File: src/rtl/ifu_prefetch.sv
// ifu_prefetch: sequential instruction prefetcher feeding the IFU instruction fifo.
//   Issues in-order AR reads at fetch_pc, pushes {err, pc, inst} for each R beat,
//   and limits outstanding reads so the fifo can always absorb every response.
// Ports:
//   clk, rst_n          clock, async active-low reset
//   redirect_valid_i/   flush fifo and restart fetch at redirect_pc_i (low 2 bits ignored)
//   redirect_pc_i
//   ar_valid_o/ar_ready_i/ar_addr_o     read request channel
//   r_valid_i/r_ready_o/r_data_i/r_resp_i  read response channel
//   fifo_wr_en_o/fifo_data_o            push {err, pc, inst} into the fifo
//   fifo_clr_o                          synchronous clear of the fifo
//   fifo_rd_en_i                        consumer pop, tracks fifo occupancy
module ifu_prefetch #(
    parameter int ADDR_WIDTH = 32,
    parameter int DATA_WIDTH = 32,
    parameter int FIFO_DEPTH = 16,
    parameter int MAX_OUTSTANDING = 4,
    parameter logic [ADDR_WIDTH-1:0] RESET_PC = 32'h8000_0000
) (
    input  logic                             clk,
    input  logic                             rst_n,
    input  logic                             redirect_valid_i,
    input  logic [ADDR_WIDTH-1:0]            redirect_pc_i,
    output logic                             ar_valid_o,
    input  logic                             ar_ready_i,
    output logic [ADDR_WIDTH-1:0]            ar_addr_o,
    input  logic                             r_valid_i,
    output logic                             r_ready_o,
    input  logic [DATA_WIDTH-1:0]            r_data_i,
    input  logic [1:0]                       r_resp_i,
    output logic                             fifo_wr_en_o,
    output logic [ADDR_WIDTH+DATA_WIDTH:0]   fifo_data_o,
    output logic                             fifo_clr_o,
    input  logic                             fifo_rd_en_i
);
    localparam int CW = $clog2(FIFO_DEPTH + MAX_OUTSTANDING + 1);
    localparam logic [CW-1:0] MAX_C = CW'(MAX_OUTSTANDING);
    localparam logic [CW-1:0] DEPTH_C = CW'(FIFO_DEPTH);
    localparam logic [ADDR_WIDTH-1:0] STEP = ADDR_WIDTH'(4);
    localparam logic [ADDR_WIDTH-1:0] MASK = ~ADDR_WIDTH'(3);

    typedef enum logic [1:0] {RUN, DRAIN, HALT} state_e;

    state_e                  state_q, state_d;
    logic [ADDR_WIDTH-1:0]   fetch_pc_q, fetch_pc_d, resp_pc_q, resp_pc_d, ar_addr_q, ar_addr_d;
    logic [CW-1:0]           inflight_q, inflight_d, occ_q, occ_d;
    logic                    ar_valid_q, ar_valid_d, r_ready_q;
    logic                    redir, ar_hs, r_hs, ar_pend, push, pop, issue;
    logic [ADDR_WIDTH-1:0]   redir_pc, pc_src;

    // r_ready_q doubles as the "out of reset" flag, so nothing reacts while in reset.
    always_comb begin
        redir      = redirect_valid_i & r_ready_q;
        redir_pc   = redirect_pc_i & MASK;
        ar_hs      = ar_valid_q & ar_ready_i;
        ar_pend    = ar_valid_q & ~ar_ready_i;
        r_hs       = r_valid_i & r_ready_q;
        push       = (state_q == RUN) & r_hs & ~redir;
        pop        = fifo_rd_en_i & (occ_q != '0);
        inflight_d = inflight_q + CW'(ar_hs) - CW'(r_hs);
        occ_d      = redir ? '0 : occ_q + CW'(push) - CW'(pop);
        state_d    = redir ? ((state_q == DRAIN || inflight_d != '0 || ar_pend) ? DRAIN : RUN) :
                     (push && r_resp_i != 2'b00) ? HALT :
                     (state_q == DRAIN && inflight_d == '0 && !ar_pend) ? RUN : state_q;
        // Credits are judged on next-cycle counts so an accepted AR is never double counted.
        issue      = ~ar_pend & (state_d == RUN) & (inflight_d < MAX_C) & ((inflight_d + occ_d) < DEPTH_C);
        ar_valid_d = ar_pend | issue;
        // fetch_pc is the next address to request; it advances when a request is raised,
        // while ar_addr_q holds a pending request stable across redirects.
        pc_src     = redir ? redir_pc : fetch_pc_q;
        fetch_pc_d = issue ? pc_src + STEP : pc_src;
        ar_addr_d  = issue ? pc_src : ar_addr_q;
        resp_pc_d  = redir ? redir_pc : push ? resp_pc_q + STEP : resp_pc_q;
    end

    always_ff @(posedge clk or negedge rst_n) begin
        if (!rst_n) begin
            state_q    <= RUN;
            fetch_pc_q <= RESET_PC;
            resp_pc_q  <= RESET_PC;
            ar_addr_q  <= '0;
            inflight_q <= '0;
            occ_q      <= '0;
            ar_valid_q <= 1'b0;
            r_ready_q  <= 1'b0;
        end else begin
            state_q    <= state_d;
            fetch_pc_q <= fetch_pc_d;
            resp_pc_q  <= resp_pc_d;
            ar_addr_q  <= ar_addr_d;
            inflight_q <= inflight_d;
            occ_q      <= occ_d;
            ar_valid_q <= ar_valid_d;
            r_ready_q  <= 1'b1;
        end
    end

    assign ar_valid_o   = ar_valid_q;
    assign ar_addr_o    = ar_addr_q;
    assign r_ready_o    = r_ready_q;
    assign fifo_wr_en_o = push;
    assign fifo_data_o  = {r_resp_i != 2'b00, resp_pc_q, r_data_i};
    assign fifo_clr_o   = redir;
endmodule
File: config.mk
export PLATFORM = sky130hd
export DESIGN_NAME = ifu_prefetch
export DESIGN_NICKNAME = d
export VERILOG_FILES = /design/src/rtl/ifu_prefetch.sv
export SDC_FILE = /design/constraint.sdc
export NUM_CORES = 1
export LEC_CHECK = 0
export ABC_AREA = 1
export BUFFER_PORTS_ARGS = -buffer_cell sky130_fd_sc_hd__buf_2
export CAP_MARGIN = 20
export CORE_MARGIN = 10
export CORE_UTILIZATION = 25
export DETAILED_ROUTE_END_ITERATION = 10
export PLACE_DENSITY = 0.46
export SETUP_SLACK_MARGIN = 0.02
export SLEW_MARGIN = 0
export SYNTH_ARGS = -nofsm -noshare
export SYNTH_HDL_FRONTEND = slang
export SYNTH_SLANG_ARGS = --single-unit
File: constraint.sdc
create_clock -name clk -period 3.1 [get_ports clk]
set_input_delay 0.62 -clock clk [delete_from_list [all_inputs] [get_ports clk]]
set_output_delay 0.62 -clock clk [all_outputs]
set_load 0.02 [all_outputs]
; Yosys cells after proc, flatten, opt, wreduce, memory -nomap -nowiden
; Index checks and enable logic that the tools add are counted.
[word_totals]
reg_bits = 110
in_bits = 72
output_inout_bits = 101
elab_cells = 54
[classes]
n_addsub = 7
n_lt_le_gt_ge = 2
n_eq_ne = 1
muxes = 9
bitwise = 14
n_reduce_logical = 13
[ops]
columns = op, n
row1 = 2-to-1 mux 32 bit, 4
row2 = "adder 32 x 3 -> 32 bit, second input constant", 2
row3 = adder 5 x 1 -> 5 bit, 2
row4 = bitwise AND 1 bit, 10
row5 = nonzero test 5 bit, 2
row6 = subtractor 5 x 1 -> 5 bit, 2
row7 = 2-to-1 mux 2 bit, 3
row8 = adder 5 bit, 1
row9 = zero test 5 bit, 1
row10 = "less-than comparator 5 x 3 -> 1 bit, second input constant", 1
row11 = "less-than comparator 5 bit, second input constant", 1
row12 = 2-to-1 mux 5 bit, 1
row13 = zero test 2 bit, 2
row14 = nonzero test 2 bit, 2
row15 = logical AND 1 bit, 3
row16 = NOT 1 bit, 3
row17 = "equality test 2 x 1 -> 1 bit, second input constant", 1
row18 = logical OR 1 bit, 2
row19 = zero test 1 bit, 1
row20 = 2-to-1 mux 1 bit, 1
row21 = OR 1 bit, 1

; Depth between registers and ports, before layout
[depth]
ltp_word = 14
ltp_mapped = 24
depth_no_buf = 23

; Worst setup path after synthesis
; Ideal clock, no wire load.
[synth_timing]
path_kind = input-to-reg
from = in r_valid_i
to = reg fetch_pc_q[26]
setup_ns = 0.118
arrival_time_ns = 3.335
t_required_ns = 2.982
setup_slack_ns = -0.353
path_stages = 21
path_buffers = 1
cell_sequence = nand2_1 -> inv_1 -> nand2_1 -> nor2_1 -> ha_1 -> inv_1 -> fa_1 -> xor2_1 -> nor2_1 -> ha_1 -> nand2_1 -> inv_1 -> nand2_1 -> nand2_1 -> inv_1 -> nand3_1 -> nand2_1 -> nand2_2 -> buf_2 -> nand2_1 -> nand2_1
[synth_between]
word_cells_on_any_way = 26
cone_classes = 4 x add/sub / 2 x order compare / 6 x mux / 6 x bitwise / 8 x reduce/logical
[synth_lines]
columns = element, line
row1 = from (decl), 27  ; input logic r_valid_i,
row2 = bitwise AND 1 bit, 57  ; r_hs = r_valid_i & r_ready_q;
row3 = bitwise AND 1 bit (2 in series), 58  ; push = (state_q == RUN) & r_hs & ~redir;
row4 = net fifo_wr_en_o, 31  ; output logic fifo_wr_en_o,
row5 = adder 5 x 1 -> 5 bit, 61  ; occ_d = redir ? '0 : occ_q + CW'(push) - CW'(pop);
row6 = subtractor 5 x 1 -> 5 bit, 61
row7 = 2-to-1 mux 5 bit, 61
row8 = net occ_d[2], 46  ; logic [CW-1:0] inflight_q, inflight_d, occ_q, occ_d;
row9 = adder 5 bit, 66  ; issue = ~ar_pend & (state_d == RUN) & (inflight_d < MAX_C) & ((inflight_d + occ_d) < DEPTH_C);
row10 = less-than comparator 5 bit, 66
row11 = bitwise AND 1 bit, 66
row12 = 2-to-1 mux 32 bit, 71  ; fetch_pc_d = issue ? pc_src + STEP : pc_src;
row13 = net fetch_pc_d[26], 45  ; logic [ADDR_WIDTH-1:0] fetch_pc_q, fetch_pc_d, resp_pc_q, resp_pc_d, ar_addr_q, ar_addr_d;
row14 = to (signal assigned), 88  ; fetch_pc_q <= fetch_pc_d;
row15 = to (decl), 45
; The timed path passes the listed nets, and every way through them passes these cells.
; A chain may end at the register's enable or synchronous reset.

; Final worst setup path
[layout_timing]
from = reg occ_q[2]
to = reg fetch_pc_q[13]
[layout_between]
elab_chain_cells = 8
word_cells_on_any_way = 9
cone_classes = 3 x add/sub / 1 x order compare / 2 x mux / 2 x bitwise / 1 x reduce/logical
[layout_lines]
columns = element, line
row1 = from (decl), 46
row2 = from (signal assigned), 83  ; occ_q <= '0;
row3 = from (signal assigned), 92  ; occ_q <= occ_d;
row4 = nonzero test 5 bit, 59  ; pop = fifo_rd_en_i & (occ_q != '0);
row5 = bitwise AND 1 bit, 59
row6 = subtractor 5 x 1 -> 5 bit, 61
row7 = 2-to-1 mux 5 bit, 61
row8 = net occ_d[1], 46
row9 = adder 5 bit, 66
row10 = less-than comparator 5 bit, 66
row11 = bitwise AND 1 bit, 66
row12 = 2-to-1 mux 32 bit, 71
row13 = net fetch_pc_d[13], 45
; The timed path passes the listed nets, and every way through them passes these cells.

==> results.cfg <==
[outcome]
status = finished with violations
violations_in_the_final_reports = negative setup slack

[job]
drv_cap = 0

[placement]
placement.cell_area_um2 = 8073
pre_cts_slack_ns = -0.3395
port_buffers = 104
post-dp-hpwl_um = 18840
place_congestion = 0.8787

[cells_and_area]
layout_commonest_cell = nand2_1
final_area_um2 = 9002
fillers = 3041
n_antenna_cell = 0
fin_util = 0.3232
fin_nets = 1240
most-common-layout-cells = 324 x nand2_1, 137 x nand3_1, 107 x nor2_1
layout_cell_share_with_drive_strength_beyond_1 = 0.2355
area_growth_syn_to_layout_pct = 27.12

[route]
route.vias.total = 7040
detail_route.iter0.violations = 495
wl_um = 25720
ant_nets = 0
detail_route.wl_per_cell_um = 16.77
avgViaCountPerCell = 4.592
route.detailed.drc = 0
first_pass_iteration_count_of_the_detailed_router = 4

[yosys]
total_number_of_yosys_warnings = 0
postSynthRegisterBits = 108
yosys.cell_types.count = 35
synthesis.instances = 1044
synth_area_leaders = dfrtp_1 37%, nand2_1 20%, nand3_1 10%
synth.avg_cell_area_um2 = 6.783
number_of_synthesized_flops_with_an_enable_pin = 0
netlist.area_leader.share = 0.3746
synth_area_leader_cell = dfrtp_1
yosysSeqAreaShare = 0.3820
most_instantiated_flip_flop_cell_in_the_synthesis_netlist = dfrtp_1
synthesis.area_um2 = 7082
synthArstFlopShare = 1.000

[setup_path]
worst_setup_path_end_kind = flop
critical_path.startpoint_type = flop
cp_data_required_time_ns = 3.36
crit_path_max_fanout = 5
cp_data_arrival_time_ns = 3.61
timing.setup.critical_path_class = flop to flop

[clock_tree]
htree_levels = 3
cts-buffers-inserted = 9
clk_pin_slew_ns = 0.09
tritoncts = yes
cts.hold.buffers_added = 0
ctsLongestPathBuffers = 2
cts-root-buf = clkbuf_16
cts.sinks = 108
insertion_delay_to_the_later_sink_of_the_worst_skew_pair_ns = 0.37

[power]
p_clk_frac = 0.124
power_switching_mw = 4.864
pwr_density_cell_nw_per_um2 = 1124
power.switching_fraction = 0.4805
share_comb_of_total_power = 0.656
cellLeakagePower_nw = 4.474
internal-power_mw = 5.259
vdd.ir_drop.worst_uv = 956.9
power_total_mw = 10.12
share_seq_of_total_power = 0.220

[global_routing]
first_global_vias = 6787
antenna_violations_before_repair = 0
grt_remaining_overflow = 0
grt_pass1_wl_um = 39080
grt_max_degree = 38
global_route.usage.total = 0.1382

[timing]
slew_headroom = 0.5816
grt_setup_unrepaired = yes
finalWorstSetupSlack_ns = -0.2490
achievable-frequency_mhz = 298.6
final_setup_violation_count = 63
worst_clock_skew_ns = 0.01579
hold_viol_final = 0
tightest_slew_ns = 0.6219
timing.final.max_slew_violations = 0
layout_worst_path_cycle_share = 1.080
final.min_clock_period_ns = 3.349

[min_path]
min_path_type = input port to async pin

[floorplan]
ioPinCount = 173
dieArea_um2 = 35460
design.core.area_um2 = 27860
initial_cell_density_of_the_core = 0.2542
row_count = 61
die-height_um = 188.3
die_w_um = 188.3
[layout make-up]
class,instances,area [um2],share of cell area
multi-input combinational,782,3990,0.4432
sequential,108,2705,0.3005
timing repair buffer,164,1207,0.1341
tap,378,473.0,0.05254
inverter,85,319.1,0.03544
clock buffer,9,225.2,0.02502
clock inverter,7,82.58,0.009173
[flip-flops by register name (all words and copies together) (netlist names)]
| register | flops |
|---|---|
| inflight_q | 5 |
| resp_pc_q | 30 |
| ar_valid_o | 1 |
| fetch_pc_q | 32 |
| r_ready_o | 1 |
| occ_q | 5 |
| state_q | 2 |
| ar_addr_o | 32 |
[worst max-delay path: stages, from the launching register on]
cell and delay (ns):
dfrtp_1 0.40, inv_2 0.08, ha_4 0.13, nand3_2 0.06, o21a_1 0.17, ha_1 0.26, inv_1 0.06, ha_2 0.16
inv_2 0.04, fa_2 0.55, nor2_4 0.05, ha_4 0.25, nand4_1 0.08, nand2_1 0.09, nand2_1 0.06, nand2_2 0.08
nand3_2 0.14, nand2_8 0.16, nand2_8 0.12, clkbuf_16 0.19, nand2_1 0.05, nand2_1 0.06
[synthesized netlist by cell type, types with 12 or more instances]
cell        n
buf_2      18
buf_4      38
a21oi_1    27
nand3_1   144
nand2_1   384
o21ai_0    12
inv_1      84
dfrtp_1   106
ha_1       16
nor2_1    109
nand4_1    12
xnor2_1    16
clkbuf_1   12
[metrics by stage]
| step | TNS (ns) | hold slack, ns | cells |
|---|---|---|---|
| final | -13.47 | 0.1991 | 1533 |
| after floorplan | 0 | 0.3244 | 1045 |
| after global routing | -23.95 | 0.2249 | 1533 |
| after global placement | -19.37 | 0.4514 | 1500 |
| after detailed placement | -19.55 | 0.4534 | 1500 |
| after CTS | -13.16 | 0.2059 | 1519 |
[cells by family after synthesis]
group / share of synthesized area
flip-flops: 0.3820
adder cells (fa/ha/maj): 0.03392
AND/OR/NAND/NOR: 0.3889
XOR/XNOR: 0.02844
AO/OA/AOI/OAI: 0.05972
buffers and inverters: 0.1060
other: 0.001060
[power groups by stage]
stage	clock (mW)	combinational, mW	sequential [mW]
floorplan	0	2.76	2.48
global placement	0	4.54	2.22
detailed placement	0	4.55	2.22
CTS	1.29	5.72	2.20
global route	1.34	7.22	2.29
finish	1.26	6.64	2.22
[metal layers]
metal	up-vias	track usage	wire, um
li1	3535	-	-
met1	3344	0.1849	12130
met2	141	0.2214	12020
met3	20	0.03047	1185
met4	0	0.03358	378
met5	-	0	0
[path summary, 6_finish.rpt]
path / from / endpoint / slack, ns / depth (start not counted)
max in group asynchronous: rst_n / fetch_pc_q[31] / 2.14 / 2
setup reg to reg: occ_q[2] / fetch_pc_q[13] / -0.25 / 21
setup / recovery: occ_q[2] / fetch_pc_q[13] / -0.25 / 21
hold / removal: rst_n / resp_pc_q[18] / 0.20 / 1
min in group clk: ar_addr_o[4] / ar_addr_o[4] / 0.48 / 2
hold reg to reg: ar_addr_o[4] / ar_addr_o[4] / 0.48 / 2
[repair_timing]
item | CTS | global route
pin swaps | 1 | 19
endpoints found under the setup margin | 63 | 63
setup buffers | 1 | 6
cloned | 2 | 8
resized for setup | 11 | 92
hold endpoints to repair | 0 | 0
Note: power is estimated with default switching activity, not from simulation.
